<file path="src/rtl/pause_sched.sv">
// Profile sequencer for the AXI-stream pause/throttle block: walks a table of
// on/off/duration profiles, issues throttle commands and counts completed periods.
module pause_sched #(
  parameter int NUM_ENTRIES = 8,
  parameter int ADDR_W      = 3
) (
  input  logic              AXIS_ACLK,
  input  logic              AXIS_ARESET,
  input  logic              tbl_wr_en,
  input  logic [ADDR_W-1:0] tbl_wr_addr,
  input  logic [31:0]       tbl_wr_on,
  input  logic [31:0]       tbl_wr_off,
  input  logic [31:0]       tbl_wr_dur,
  input  logic [ADDR_W-1:0] last_entry,
  input  logic              loop_en,
  input  logic              ctrl_start,
  input  logic              ctrl_stop,
  input  logic [31:0]       pause_stat,
  output logic [31:0]       cmd,
  output logic              new_cmd,
  output logic [31:0]       on_cycle,
  output logic [31:0]       off_cycle,
  output logic              busy,
  output logic              done,
  output logic [ADDR_W-1:0] cur_entry,
  output logic [31:0]       sched_stat
);

  localparam logic [2:0] S_IDLE = 3'd0;
  localparam logic [2:0] S_LOAD = 3'd1;
  localparam logic [2:0] S_ARM  = 3'd2;
  localparam logic [2:0] S_RUN  = 3'd3;
  localparam logic [2:0] S_NEXT = 3'd4;
  localparam logic [2:0] S_STOP = 3'd5;

  localparam logic [31:0] CMD_ENABLE  = 32'd1;
  localparam logic [31:0] CMD_RESET   = 32'd2;
  localparam logic [31:0] CMD_DISABLE = 32'd3;

  logic [31:0] tbl_on  [NUM_ENTRIES];
  logic [31:0] tbl_off [NUM_ENTRIES];
  logic [31:0] tbl_dur [NUM_ENTRIES];

  logic [2:0]        state, nxt;
  logic [ADDR_W-1:0] entry, entry_nxt;
  logic [ADDR_W-1:0] last_q;
  logic              loop_q;
  logic              aborted;
  logic              pause_d;
  logic [31:0]       period_cnt;
  logic [31:0]       dur_q;
  logic              running;
  logic              fall;
  logic              abort;
  logic [31:0]       cnt_inc;
  logic              unused_stat;

  function automatic logic [31:0] sat_inc(input logic [31:0] v);
    sat_inc = (v == 32'hFFFF_FFFF) ? v : v + 32'd1;
  endfunction

  assign unused_stat = ^{pause_stat[31:2], pause_stat[0]};

  always_ff @(posedge AXIS_ACLK) begin
    if (tbl_wr_en) begin
      tbl_on[tbl_wr_addr]  <= tbl_wr_on;
      tbl_off[tbl_wr_addr] <= tbl_wr_off;
      tbl_dur[tbl_wr_addr] <= tbl_wr_dur;
    end
  end

  assign running = (state == S_RUN);
  assign fall    = running && pause_d && !pause_stat[1];
  assign cnt_inc = sat_inc(period_cnt);
  assign abort   = ctrl_stop && (state == S_LOAD || state == S_ARM ||
                                 state == S_RUN  || state == S_NEXT);

  // Stop wins over any same-cycle period completion or entry advance.
  always_comb begin
    nxt       = state;
    entry_nxt = entry;
    case (state)
      S_IDLE: begin
        if (ctrl_start && !ctrl_stop) begin
          nxt       = S_LOAD;
          entry_nxt = '0;
        end
      end
      S_LOAD: nxt = ctrl_stop ? S_STOP : S_ARM;
      S_ARM:  nxt = ctrl_stop ? S_STOP : S_RUN;
      S_RUN: begin
        if (ctrl_stop)
          nxt = S_STOP;
        else if (fall && dur_q != 32'd0 && cnt_inc == dur_q)
          nxt = S_NEXT;
      end
      S_NEXT: begin
        if (ctrl_stop) begin
          nxt = S_STOP;
        end else if (entry < last_q) begin
          nxt       = S_LOAD;
          entry_nxt = entry + 1'b1;
        end else if (loop_q) begin
          nxt       = S_LOAD;
          entry_nxt = '0;
        end else begin
          nxt = S_STOP;
        end
      end
      S_STOP:  nxt = S_IDLE;
      default: nxt = S_IDLE;
    endcase
  end

  // Command outputs are registered on the edge that enters LOAD/ARM/STOP,
  // so they are visible for exactly the cycle spent in that state.
  always_ff @(posedge AXIS_ACLK or posedge AXIS_ARESET) begin
    if (AXIS_ARESET) begin
      state      <= S_IDLE;
      entry      <= '0;
      last_q     <= '0;
      loop_q     <= 1'b0;
      aborted    <= 1'b0;
      pause_d    <= 1'b0;
      period_cnt <= '0;
      dur_q      <= '0;
      cmd        <= '0;
      new_cmd    <= 1'b0;
      on_cycle   <= '0;
      off_cycle  <= '0;
      done       <= 1'b0;
    end else begin
      state   <= nxt;
      entry   <= entry_nxt;
      new_cmd <= 1'b0;
      done    <= 1'b0;

      if (state == S_IDLE && nxt == S_LOAD) begin
        last_q  <= last_entry;
        loop_q  <= loop_en;
        aborted <= 1'b0;
      end
      if (abort)
        aborted <= 1'b1;

      if (nxt == S_LOAD) begin
        on_cycle  <= tbl_on[entry_nxt];
        off_cycle <= tbl_off[entry_nxt];
        dur_q     <= tbl_dur[entry_nxt];
        cmd       <= CMD_RESET;
        new_cmd   <= 1'b1;
      end else if (nxt == S_ARM) begin
        cmd     <= CMD_ENABLE;
        new_cmd <= 1'b1;
      end else if (nxt == S_STOP) begin
        cmd     <= CMD_DISABLE;
        new_cmd <= 1'b1;
        done    <= !abort;
      end

      if (state == S_LOAD)
        period_cnt <= '0;
      else if (fall && !abort)
        period_cnt <= cnt_inc;

      // A pause already high at enable must be seen high in RUN before it counts.
      if (state == S_ARM)
        pause_d <= 1'b0;
      else if (running)
        pause_d <= pause_stat[1];
    end
  end

  assign busy       = (state != S_IDLE);
  assign cur_entry  = entry;
  assign sched_stat = {period_cnt[23:0], 5'b0, aborted, running, busy};

endmodule

</file>
<file path="config.mk">
export PLATFORM = sky130hd
export DESIGN_NAME = pause_sched
export DESIGN_NICKNAME = d
export VERILOG_FILES = /design/src/rtl/pause_sched.sv
export SDC_FILE = /design/constraint.sdc
export NUM_CORES = 1
export LEC_CHECK = 0
export ABC_AREA = 0
export BUFFER_PORTS_ARGS = -buffer_cell sky130_fd_sc_hd__buf_4
export CAP_MARGIN = 20
export CORE_ASPECT_RATIO = 0.5
export CORE_MARGIN = 2
export CORE_UTILIZATION = 45
export DETAILED_ROUTE_END_ITERATION = 10
export GPL_ROUTABILITY_DRIVEN = 0
export HOLD_SLACK_MARGIN = 0.06
export SYNTH_ARGS = -nofsm -noshare
export SYNTH_HDL_FRONTEND = slang
export SYNTH_SLANG_ARGS = --single-unit
export TNS_END_PERCENT = 5
</file>
<file path="constraint.sdc">
create_clock -name AXIS_ACLK -period 10.8 [get_ports AXIS_ACLK]
set_input_delay 1.62 -clock AXIS_ACLK [delete_from_list [all_inputs] [get_ports AXIS_ACLK]]
set_output_delay 1.62 -clock AXIS_ACLK [all_outputs]
set_load 0.03 [all_outputs]
</file>
==> results of run 1 <==
[cell type report]
| class | instances | area [µm²] |
|---|---|---|
| Fill cell | 6724 | 39500 |
| Sequential cell | 912 | 26700 |
| Multi-Input combinational cell | 1243 | 9550 |
| Clock buffer | 127 | 2370 |
| Timing Repair Buffer | 241 | 1850 |
| Tap cell | 1102 | 1380 |
| Clock inverter | 28 | 327 |
| Inverter | 13 | 56.3 |
| Antenna cell | 2 | 5.00 |
[where the power goes]
| part | switching (µW) | internal [µW] |
|---|---|---|
| registers | 262 | 4130 |
| clock network | 1280 | 1670 |
| logic | 1800 | 1300 |
[worst max-delay path, delay by kind of cell]
family                 cells  cell delay (ns)
multiplexers               2             0.39
AO/OA/AOI/OAI              4             1.18
AND/OR/NAND/NOR            1             0.25
buffers and inverters      3             1.65
[path summary, 6_finish.rpt]
check | from | endpoint | depth (start not counted)
worst max-delay path | ctrl_stop | dur_q[17] | 10
worst max register to register | period_cnt[5] | state[0] | 8
max in group asynchronous | AXIS_ARESET | state[2] | 4
worst min-delay path | pause_d | pause_d | 2
min in group asynchronous | AXIS_ARESET | done | 2
worst min register to register | pause_d | pause_d | 2
[cell usage in the layout (no fill, tap or decap), types with 36 or more instances in the layout]
cell type / count
o221a_2: 96
o21ai_0: 51
edfxtp_1: 768
mux2i_1: 388
xnor2_1: 36
nand2_1: 244
clkbuf_16: 84
a32oi_1: 96
dfrtp_1: 144
buf_4: 238
[cells by family (layout without fill, tap and decap cells)]
logic type | count (synthesis) | after routing | synth area share
adders and majority gates | 5 | 5 | 0.00162
other | 1 | 37 | 0.000101
AOI/OAI and AO/OA | 351 | 351 | 0.0801
xor gates and xnor gates | 48 | 48 | 0.0113
buffers and inverters | 223 | 409 | 0.0320
DFF | 912 | 912 | 0.717
and+or+nand+nor | 412 | 412 | 0.0518
muxes | 392 | 392 | 0.106
[layer usage]
| layer | part of all wire | wire [µm] |
|---|---|---|
| met2 | 0.48 | 43000 |
| met3 | 0.054 | 4750 |
| met1 | 0.44 | 39200 |
| met4 | 0.020 | 1750 |
| met5 | 0.00047 | 42 |
[state kept, by name (all words and copies together) (netlist names)]
| name | flops |
|---|---|
| aborted | 1 |
| cmd | 2 |
| cur_entry | 3 |
| done | 1 |
| dur_q | 32 |
| last_q | 3 |
| loop_q | 1 |
| new_cmd | 1 |
| off_cycle | 32 |
| on_cycle | 32 |
| pause_d | 1 |
| period_cnt | 32 |
| state | 3 |
| tbl_dur | 256 |
| tbl_off | 256 |
| tbl_on | 256 |
[per-stage QoR]
stage                     instances  hold slack [ns]  setup slack [ns]
final                          3668            0.498              5.94
after global routing           3667            0.526              5.83
after CTS                      3666            0.494              6.13
after detailed placement       3511            0.484              5.44
after global placement         3511            0.474              5.44
after floorplan                2378            0.450              1.84
==> impl_metrics.ini, run 1 <==
[synth]
yosysMostFrequentCell = edfxtp_1
synth_area_per_cell_um2 = 15.9
yosys_register_bits = 912
synth_area_leaders = edfxtp_1 62%, mux2i_1 10%, dfrtp_1 9.7%
synth_common_cells = 768 x edfxtp_1, 388 x mux2i_1, 245 x nand2_1
yosysSeqAreaShare = 0.717
yosysWarnings = 0
synth_edf_count = 768
netlist_instances = 2344
yosys.cell_types.count = 79
synth_top_area_cell = edfxtp_1
synthFlopType = edfxtp_1
synthArstFlopShare = 0.158
syn-cell-area_um2 = 37200
synth_top_area_share = 0.620

[cts]
cts_resized = 0
clk_pin_slew_ns = 0.06
htree_levels = 3
numCtsBuffers = 83
post_cts_buffers = 0
clock_latency_ns = 0.65
ctsHoldBuffers = 0
cts_root_buffer = clkbuf_16
cts_tree = yes
clockBufferDepth = 3
cts_num_sinks = 912

[flow_run]
cap_violations = 0

[floorplan]
die_w_um = 410
rows = 74
dieHeight_um = 207
die_area_um2 = 85100
ios = 274
floorplan.initialDensity = 0.455
coreArea_um2 = 81700

[power]
total_power_uw = 10500
leakage_uw = 0.0158
power_density_nw_per_um2 = 248
peakVddDrop_mv = 0.307

[worst_hold_path]
hp-class = flop to flop

[timing]
min_period_ns = 4.86
fmax_mhz = 206
fin_crit_sh = 0.450
setup_viol = 0
final_hold_viol_count = 0
drv_slew = 0
tns_ns = 0
rsz0062_at_grt = no
finClkSkew_ns = 0.0177
worstMarginPinSlew_ns = 1.07
max_slew_margin = 0.288

[global_routing]
met3_usage = 0.0368
grt-busiest-layer = met2
grt_max_degree = 125
grtUsageMet1 = 0.286
grt_first_pass_wirelength_mm = 131
antenna_found_initial = 4
grt_overflow = 0
grt_pass1_vias = 20403
met2_usage = 0.337
grtUsageTotal = 0.205

[route]
wl_per_cell_um = 24.2
drt_pass1_iterations = 5
vias_per_cell = 5.69
drcViolationCount = 0
ant_nets = 0
drt-total-wl_mm = 88.7
routed-via-count = 20888
drt_iter0_markers = 1804

[placed_design]
dp_hpwl_mm = 46.6
placed_area_um2 = 39500
port-buffer-count = 207

[critical_path]
arrival_ns = 5.38
cp_cell_sequence = buf_4 -> nor3_1 -> o21ai_0 -> a31oi_4 -> a21o_4 -> buf_12 -> buf_4 -> mux2i_1 -> mux2i_1 -> o221a_2
start_kind = input port
slowest_delay_ns = 0.92
regToRegSetupSlack_ns = 6.38
endpoint_kind = flop
timing.critical_path.slowest_stage_cell = buf_4
critPathMaxFanout = 111
cp.required_ns = 11.32
critical_path_class = input port to flop

[final_layout]
area_delta_synth_final_pct = 13.5
fin_nets = 2638
fin_area_um2 = 42200
drive_above_1_share = 0.193
final_core_util = 0.517

[outcome]
outcome = completed
Note: power is estimated with default switching activity, not from simulation.
==> run 2, diff against run 1 <==
==> constraint.sdc (replaced) <==
create_clock -name AXIS_ACLK -period 4.5 [get_ports AXIS_ACLK]
set_input_delay 0.675 -clock AXIS_ACLK [delete_from_list [all_inputs] [get_ports AXIS_ACLK]]
set_output_delay 0.675 -clock AXIS_ACLK [all_outputs]
set_load 0.03 [all_outputs]
==> impl_metrics.ini, run 2 (same netlist as run 1, synthesis figures left out) <==
[outcome]
outcome = completed

[global_routing]
grt_pass1_vias = 20509
antenna_found_initial = 5
grtUsageTotal = 0.204
grt_first_pass_wirelength_mm = 131
grt_max_degree = 97
grt_overflow = 0

[final_layout]
area_delta_synth_final_pct = 15.4
largestRegisters = tbl_dur x256, tbl_off x256, tbl_on x256
fin_nets = 2663
final_cell_mix = 768 x edfxtp_1, 388 x mux2i_1, 244 x nand2_1
layout_commonest_cell = edfxtp_1
drive_above_1_share = 0.208

[floorplan]
dieHeight_um = 207
coreArea_um2 = 81700
die_area_um2 = 85100
rows = 74
die_w_um = 410
floorplan.initialDensity = 0.455
ios = 274

[route]
drt_pass1_iterations = 5
routed-via-count = 20903
drt-total-wl_mm = 88.5
drt_iter0_markers = 1791
wl_per_cell_um = 24.0
ant_nets = 0
vias_per_cell = 5.66
drcViolationCount = 0

[timing]
finalWorstSetupSlack_ns = 0.620
min_period_ns = 3.88
setup_viol = 0
fin_crit_sh = 0.862
max_slew_margin = 0.308
worstMarginPinSlew_ns = 1.04
rsz0062_at_grt = no
hold_ws_ns = 0.197
finClkSkew_ns = 0.0166
final_hold_viol_count = 0
tns_ns = 0
drv_slew = 0
fmax_mhz = 258

[critical_path]
endpoint_kind = flop
r2r_cells = 9
critPathMaxFanout = 13
timing.rr.end = state[0]
arrival_ns = 4.37
start_kind = flop
cp.required_ns = 4.99
critical_path_class = flop to flop
worstReg2RegStart = period_cnt[0]
regToRegSetupSlack_ns = 0.62

[flow_run]
cap_violations = 0

[cts]
cts_num_sinks = 912
htree_levels = 3
ctsHoldBuffers = 0
cts_root_buffer = clkbuf_16
cts_resized = 0
clk_pin_slew_ns = 0.07
numCtsBuffers = 83
post_cts_buffers = 0
clockBufferDepth = 3
cts_tree = yes
clock_latency_ns = 0.62

[power]
leakage_uw = 0.0161
power_density_nw_per_um2 = 598
peakVddDrop_mv = 0.665

[placed_design]
port-buffer-count = 207
preCtsSetupSlack_ns = 0.659
dp_hpwl_mm = 50.2

[worst_hold_path]
hp-class = input port to async pin
## run 2: layout make-up
type	instances	area [µm²]
antenna	3	7.51
clock buffer	109	2360
clock inverter	44	558
fill	6626	38800
inverter	13	56.3
multi-input combinational	1243	9570
sequential	912	26700
tap	1102	1380
timing repair buffer	266	2320
## run 2: worst max-delay path by stage
stage | startpoint | end | slack [ns] | depth (start not counted)
floorplan | tbl_wr_addr[1] | tbl_dur[5][0] | -0.94 | 2
global placement | period_cnt[0] | state[0] | 0.66 | 9
detailed placement | period_cnt[0] | state[0] | 0.66 | 9
CTS | period_cnt[0] | state[0] | 0.63 | 9
global route | period_cnt[0] | state[0] | 0.37 | 9
finish | period_cnt[0] | state[0] | 0.62 | 9
## run 2: worst max-delay path, cell delays in order (launching register included)
cell      delay (ns)
dfrtp_1         0.55
ha_1            0.41
and4_4          0.37
nand3_4         0.21
a211oi_2        0.27
xnor2_1         0.15
or4_1           0.51
or4b_1          0.61
nor4_1          0.52
o211ai_1        0.14
## run 2: where the power goes
part	total, µW	switching (µW)	leakage [µW]	internal, µW
Sequential	10500	618	0.00869	9920
Clock	7500	3060	0.00144	4440
Combinational	7640	4370	0.00598	3270
## run 2: through the flow
stage | cells | utilization | cell area, µm² | total power (µW)
finish | 3692 | 0.525 | 42900 | 25700
global route | 3692 | 0.525 | 42900 | 26800
CTS | 3689 | 0.525 | 42900 | 25900
detailed placement | 3536 | 0.490 | 40000 | 18400
global placement | 3536 | 0.490 | 40000 | 18300
floorplan | 2378 | - | 37300 | 16000
## run 2: routing by layer
metal  track usage  wire, µm  up-vias
met5             0        29        -
met4        0.0503      1750        4
met2         0.337     43300      581
met3        0.0343      4390      121
li1              -         -     9445
met1         0.284     39000    10752
